===== config.mk =====
export PLATFORM = sky130hd
export DESIGN_NAME = edge_event_collector
export DESIGN_NICKNAME = d
export VERILOG_FILES = /design/src/rtl/edge_event_pkg.sv /design/src/rtl/edge_event_channel.sv /design/src/rtl/edge_event_collector.sv
export SDC_FILE = /design/constraint.sdc
export NUM_CORES = 1
export LEC_CHECK = 0
export BUFFER_PORTS_ARGS = -buffer_cell sky130_fd_sc_hd__clkbuf_2
export CAP_MARGIN = 30
export CORE_UTILIZATION = 50
export CTS_BUF_LIST = sky130_fd_sc_hd__clkbuf_8
export DETAILED_ROUTE_END_ITERATION = 16
export GPL_TIMING_DRIVEN = 0
export HOLD_SLACK_MARGIN = 0.02
export PLACE_DENSITY = 0.83
export REMOVE_ABC_BUFFERS = 1
export SLEW_MARGIN = 20
export SYNTH_ARGS = -nofsm -noshare
export SYNTH_HDL_FRONTEND = slang
export SYNTH_SLANG_ARGS = --single-unit

===== constraint.sdc =====
create_clock -name clk_i -period 2.9 [get_ports clk_i]
set_input_delay 0.435 -clock clk_i [delete_from_list [all_inputs] [get_ports clk_i]]
set_output_delay 0.435 -clock clk_i [all_outputs]
set_load 0.01 [all_outputs]

===== src/rtl/edge_event_pkg.sv =====
// edge_event_pkg: shared edge-mode type and index-width helper for the edge event collector
package edge_event_pkg;
   typedef enum logic [1:0] {
      EdgeOff  = 2'b00,
      EdgeRise = 2'b01,
      EdgeFall = 2'b10,
      EdgeBoth = 2'b11
   } edge_mode_e;
   function automatic int idx_width(input int n);
      return (n > 1) ? $clog2(n) : 1;
   endfunction
endpackage


===== src/rtl/edge_event_channel.sv =====
// edge_event_channel: one input's synchroniser, edge qualifier, pending/polarity flags and lost-edge counter
module edge_event_channel
   import edge_event_pkg::*;
#(
   parameter int SyncStages = 2,
   parameter int CntWidth   = 4
) (
   input  logic                clk_i,
   input  logic                rst_i,
   input  logic                clr_i,
   input  logic                serial_i,
   input  logic [1:0]          mode_i,
   input  logic                warm_done_i,
   input  logic                consume_i,
   output logic                pending_o,
   output logic                fall_o,
   output logic [CntWidth-1:0] drop_cnt_o
);
   logic s, prev_q, rise, fall, qual, take;
   logic pending_q, pending_d, fall_q, fall_d;
   logic [CntWidth-1:0] drop_q, drop_d;
   edge_mode_e mode;
   if (SyncStages == 0) begin : g_nosync
      assign s = serial_i;
   end else begin : g_sync
      logic [SyncStages-1:0] sync_q;
      // shift the raw level through the synchroniser chain; the oldest stage is the sampled value
      always_ff @(posedge clk_i) begin
         if (rst_i) sync_q <= '0;
         else sync_q <= (sync_q << 1) | SyncStages'(serial_i);
      end
      assign s = sync_q[SyncStages-1];
   end
   assign mode = edge_mode_e'(mode_i);
   assign rise = s & ~prev_q;
   assign fall = ~s & prev_q;
   assign qual = warm_done_i & ((rise & (mode == EdgeRise || mode == EdgeBoth)) |
                                (fall & (mode == EdgeFall || mode == EdgeBoth)));
   assign take = qual & (~pending_q | consume_i);
   // an edge is stored only into a free (or just-freed) slot, otherwise the oldest event stays and the loss is counted
   always_comb begin
      pending_d = clr_i ? 1'b0 : (qual | (pending_q & ~consume_i));
      fall_d    = clr_i ? 1'b0 : (take ? fall : fall_q);
      drop_d    = clr_i ? '0 : ((qual & ~take & ~&drop_q) ? drop_q + 1'b1 : drop_q);
   end
   // prev_q keeps tracking the sampled level through clear and warm-up so stale levels never look like edges
   always_ff @(posedge clk_i) begin
      if (rst_i) begin
         prev_q    <= 1'b0;
         pending_q <= 1'b0;
         fall_q    <= 1'b0;
         drop_q    <= '0;
      end else begin
         prev_q    <= s;
         pending_q <= pending_d;
         fall_q    <= fall_d;
         drop_q    <= drop_d;
      end
   end
   assign pending_o  = pending_q;
   assign fall_o     = fall_q;
   assign drop_cnt_o = drop_q;
endmodule


===== src/rtl/edge_event_collector.sv =====
// edge_event_collector: multi-channel edge capture with round-robin event presentation and drop counting
module edge_event_collector
   import edge_event_pkg::*;
#(
   parameter int NumChannels = 4,
   parameter int SyncStages  = 2,
   parameter int CntWidth    = 4,
   parameter int IdxWidth    = idx_width(NumChannels)
) (
   input  logic                            clk_i,
   input  logic                            rst_i,
   input  logic                            clr_i,
   input  logic [NumChannels-1:0]          serial_i,
   input  logic [2*NumChannels-1:0]        mode_i,
   output logic                            evt_valid_o,
   input  logic                            evt_ready_i,
   output logic [IdxWidth-1:0]             evt_id_o,
   output logic                            evt_fall_o,
   output logic [NumChannels-1:0]          pending_o,
   output logic [NumChannels*CntWidth-1:0] drop_cnt_o
);
   localparam int WarmWidth = $clog2(SyncStages + 2);
   logic [WarmWidth-1:0] warm_q, warm_d;
   logic [IdxWidth-1:0] rr_q, rr_d, cand;
   logic [NumChannels-1:0] pending, fall;
   logic hs, warm_done;
   assign hs        = evt_valid_o & evt_ready_i;
   assign warm_done = (warm_q == '0);
   for (genvar c = 0; c < NumChannels; c++) begin : g_ch
      edge_event_channel #(
         .SyncStages(SyncStages),
         .CntWidth  (CntWidth)
      ) u_ch (
         .clk_i      (clk_i),
         .rst_i      (rst_i),
         .clr_i      (clr_i),
         .serial_i   (serial_i[c]),
         .mode_i     (mode_i[2*c +: 2]),
         .warm_done_i(warm_done),
         .consume_i  (hs & (evt_id_o == IdxWidth'(c))),
         .pending_o  (pending[c]),
         .fall_o     (fall[c]),
         .drop_cnt_o (drop_cnt_o[c*CntWidth +: CntWidth])
      );
   end
   // rotating priority search from rr_q; scanning offsets downwards lets the smallest offset win
   always_comb begin
      evt_id_o = '0;
      cand     = '0;
      for (int i = NumChannels - 1; i >= 0; i--) begin
         cand = IdxWidth'((int'(rr_q) + i) % NumChannels);
         if (pending[cand]) evt_id_o = cand;
      end
   end
   assign evt_valid_o = |pending;
   assign evt_fall_o  = evt_valid_o & fall[evt_id_o];
   assign pending_o   = pending;
   // warm-up countdown and pointer advance past the granted channel, wrapping explicitly for non-power-of-2 counts
   always_comb begin
      warm_d = (warm_q != '0) ? warm_q - 1'b1 : warm_q;
      rr_d   = clr_i ? '0 : (hs ? ((evt_id_o == IdxWidth'(NumChannels - 1)) ? '0 : evt_id_o + 1'b1) : rr_q);
   end
   // warm-up reloads on reset so the synchroniser can fill before any edge is believed
   always_ff @(posedge clk_i) begin
      if (rst_i) begin
         warm_q <= WarmWidth'(SyncStages + 1);
         rr_q   <= '0;
      end else begin
         warm_q <= warm_d;
         rr_q   <= rr_d;
      end
   end
endmodule


==> impl_metrics.env <==
export IMPL_status="finished clean"
export IMPL_max_freq_mhz=428.3
export IMPL_cts_max_path_buffers=2
export IMPL_max_slew_margin_rel_pct=48.13
export IMPL_power_w=0.001079
export IMPL_maxCapViolCount=0
export IMPL_wl_per_cell_um=11.85
export IMPL_fin_setup_tns_ns=0
export IMPL_routed_wl_mm=3.401
export IMPL_fill_cells=319
export IMPL_crit_required_ns=3.13
export IMPL_drive_above_1_share_pct=24.07
export IMPL_yosysWarnings=0
export IMPL_finalSetupViolCount=0
export IMPL_io_buffers=39
export IMPL_ys_seq_area_share_pct=42.33
export IMPL_htreeDepth=2
export IMPL_grt_pass1_wl_mm=5.878
export IMPL_grt_pass1_vias=1411
export IMPL_drc=0
export IMPL_p_per_area_nw_per_um2=488.4
export IMPL_holdPathEnd="g_ch[0].u_ch.g_sync.sync_q[0]"
export IMPL_post_cts_buffers=0
export IMPL_cp_end_kind="flop"
export IMPL_rows=21
export IMPL_ctsHoldBuffers=0
export IMPL_worstSetupStartpointType="flop"
export IMPL_ys_ff_latch=40
export IMPL_fin_crit_ns=2.335
export IMPL_slew_viol_final=0
export IMPL_rrSetupSlack_ns=0.57
export IMPL_clock_skew_ns=0.004149
export IMPL_timing_rr_start="g_ch[2].u_ch.pending_o"
export IMPL_num_antenna_cells=0
export IMPL_grt_max_degree=27
export IMPL_dieArea_um2=4034
export IMPL_drt_iter0_drc=47
export IMPL_ctsResizeCount=0
export IMPL_synth_area_um2=1892
export IMPL_p_leak_nw=0.9905
export IMPL_final_nets=265
export IMPL_drtAntennaViolNets=0
export IMPL_numClockSinks=40
export IMPL_drtPass1Iterations=5
export IMPL_yosysUniqueCellTypes=27
export IMPL_min_period_over_period_pct=80.51
export IMPL_grtUsageTotal_pct=18.90
export IMPL_gp_congestion=0.7965
export IMPL_root_buffer="clkbuf_8"
export IMPL_areaGrowthSynthToFinish_pct=16.73
export IMPL_placed_area_um2=2086
export IMPL_hold_viol_final=0
export IMPL_initial_utilization_pct=54.55
export IMPL_chipHeight_um=63.51
export IMPL_overflow=0
export IMPL_rsz0062_at_grt="no"
export IMPL_post_place_ws_ns=0.5752
export IMPL_arrival_ns=2.56
export IMPL_reg2regPathDepth=10
export IMPL_final_area_um2=2208
export IMPL_clk_latency_ns=0.29
export IMPL_dp_final_hpwl_mm=2.432
export IMPL_die_w_um=63.51
export IMPL_timing_hold_ws_ns=0.3462
export IMPL_worstSetupPathType="reg2reg"
export IMPL_holdCritStartpoint="serial_i[0]"
export IMPL_hold_path_cell_count=2
export IMPL_rr_endpoint="g_ch[0].u_ch.drop_cnt_o[3]"
export IMPL_vias=1477
export IMPL_syn_avg_cell_area_um2=9.274
export IMPL_antenna_found_initial=0
export IMPL_ir_worst_vdd_uv=400.7
export IMPL_cts_tree="built"
export IMPL_worstHoldPathType="in2reg"
export IMPL_synth_cells=204
export IMPL_critical_path_max_fanout=6
export IMPL_coreArea_um2=3468
export IMPL_via_per_inst=5.146
export IMPL_worstMarginPinSlew_ns=0.7780
export IMPL_io_pins=40
export IMPL_numCtsBuffers=5
export IMPL_fin_ws_ns=0.5653
export IMPL_cts_reportedPaths_clkPinSlew_ns=0.07
-- critical path: stages (launching register included) --
cell       delay (ns)
dfxtp_1          0.40
nor2b_1          0.20
nand2_1          0.09
a2bb2oi_2        0.34
inv_1            0.11
ha_1             0.19
nand2_1          0.07
and2_1           0.18
nand4_4          0.15
or3_1            0.40
a21oi_1          0.14
-- routing by layer --
| layer | GRT usage, % | wire length (um) |
|---|---|---|
| met5 | 0 | 0 |
| met4 | 9.091 | 57 |
| met3 | 5.978 | 183 |
| met2 | 32.85 | 1600 |
| met1 | 20.54 | 1560 |
-- Yosys cell counts --
| master | number | area share, % |
|---|---|---|
| or4_1 | 1 | 0.40 |
| o2bb2ai_2 | 4 | 3.2 |
| o221a_2 | 1 | 0.60 |
| nand4_4 | 4 | 4.5 |
| clkbuf_1 | 5 | 0.99 |
| inv_2 | 1 | 0.20 |
| nor2_1 | 15 | 3.0 |
| a311oi_1 | 1 | 0.46 |
| and2_1 | 4 | 1.3 |
| nand2b_1 | 2 | 0.66 |
| nand3_1 | 13 | 3.4 |
| a2bb2oi_2 | 1 | 0.79 |
| and2b_1 | 4 | 1.6 |
| buf_2 | 2 | 0.53 |
| dfxtp_1 | 40 | 42 |
| o22ai_1 | 1 | 0.33 |
| or2_1 | 2 | 0.66 |
| o21ai_1 | 9 | 2.4 |
| ha_1 | 9 | 6.0 |
| a21oi_1 | 14 | 3.7 |
| mux2i_1 | 11 | 5.8 |
| xor2_1 | 5 | 2.3 |
| buf_4 | 4 | 1.6 |
| nor2b_1 | 16 | 5.3 |
| or3_1 | 8 | 2.6 |
| inv_1 | 7 | 1.4 |
| nand2_1 | 20 | 4.0 |
-- cells in the final DEF (no fill, tap or decap), drive strengths merged, types with 8 or more instances in the layout --
cell and instances:
inv 9, or3 8, nand2 20, nand3 13
ha 9, mux2i 11, o21ai 9, dfxtp 40
nor2 15, clkbuf 44, a21oi 14, nor2b 16
-- where the power goes --
part / switching [W] / internal (W) / total, W
logic: 0.0000415 / 0.0000310 / 0.0000724
clock network: 0.000187 / 0.000252 / 0.000438
registers: 0.00000565 / 0.000562 / 0.000568
total: 0.000234 / 0.000845 / 0.00108
-- how the worst max path moves through the flow --
stage,from,endpoint,slack (ns),depth (start not counted)
floorplan,g_ch[2].u_ch.pending_o,g_ch[1].u_ch.drop_cnt_o[3],0.72,10
CTS,g_ch[2].u_ch.pending_o,g_ch[0].u_ch.drop_cnt_o[3],0.55,10
global placement,g_ch[2].u_ch.pending_o,g_ch[0].u_ch.drop_cnt_o[3],0.63,10
global route,g_ch[2].u_ch.pending_o,g_ch[1].u_ch.drop_cnt_o[3],0.35,10
detailed placement,g_ch[2].u_ch.pending_o,g_ch[0].u_ch.drop_cnt_o[3],0.58,10
finish,g_ch[2].u_ch.pending_o,g_ch[0].u_ch.drop_cnt_o[3],0.57,10
-- registers in the layout, indices dropped and copies added (netlist names) --
| signal | count |
|---|---|
| g_ch.u_ch.fall_o | 4 |
| g_ch.u_ch.pending_o | 4 |
| g_ch.u_ch.g_sync.sync_q | 8 |
| g_ch.u_ch.prev_q | 4 |
| warm_q | 2 |
| g_ch.u_ch.drop_cnt_o | 16 |
| rr_q | 2 |
-- stage by stage --
step,instances,util (%)
after CTS,286,63.24
after global routing,287,63.67
final,287,63.67
after detailed placement,278,60.14
after floorplan,193,-
after global placement,278,60.14
-- kinds of logic after synthesis --
| logic type | synth area share (%) |
|---|---|
| flip-flops | 42.33 |
| adder cells (fa/ha/maj) | 5.952 |
| AO/OA/AOI/OAI | 11.44 |
| XOR/XNOR | 2.315 |
| AND/OR/NAND/NOR | 27.45 |
| multiplexers | 5.820 |
| buffers and inverters | 4.696 |
-- area by class of cell --
cell class | count | area (um2) | share of cell area, %
timing repair buffer | 40 | 210.2 | 9.518
sequential | 40 | 800.8 | 36.26
clock inverter | 3 | 38.79 | 1.756
multi-input combinational | 145 | 1002 | 45.38
clock buffer | 5 | 68.82 | 3.116
tap | 46 | 57.56 | 2.606
inverter | 8 | 30.03 | 1.360
(Power assumes the default switching activity.)
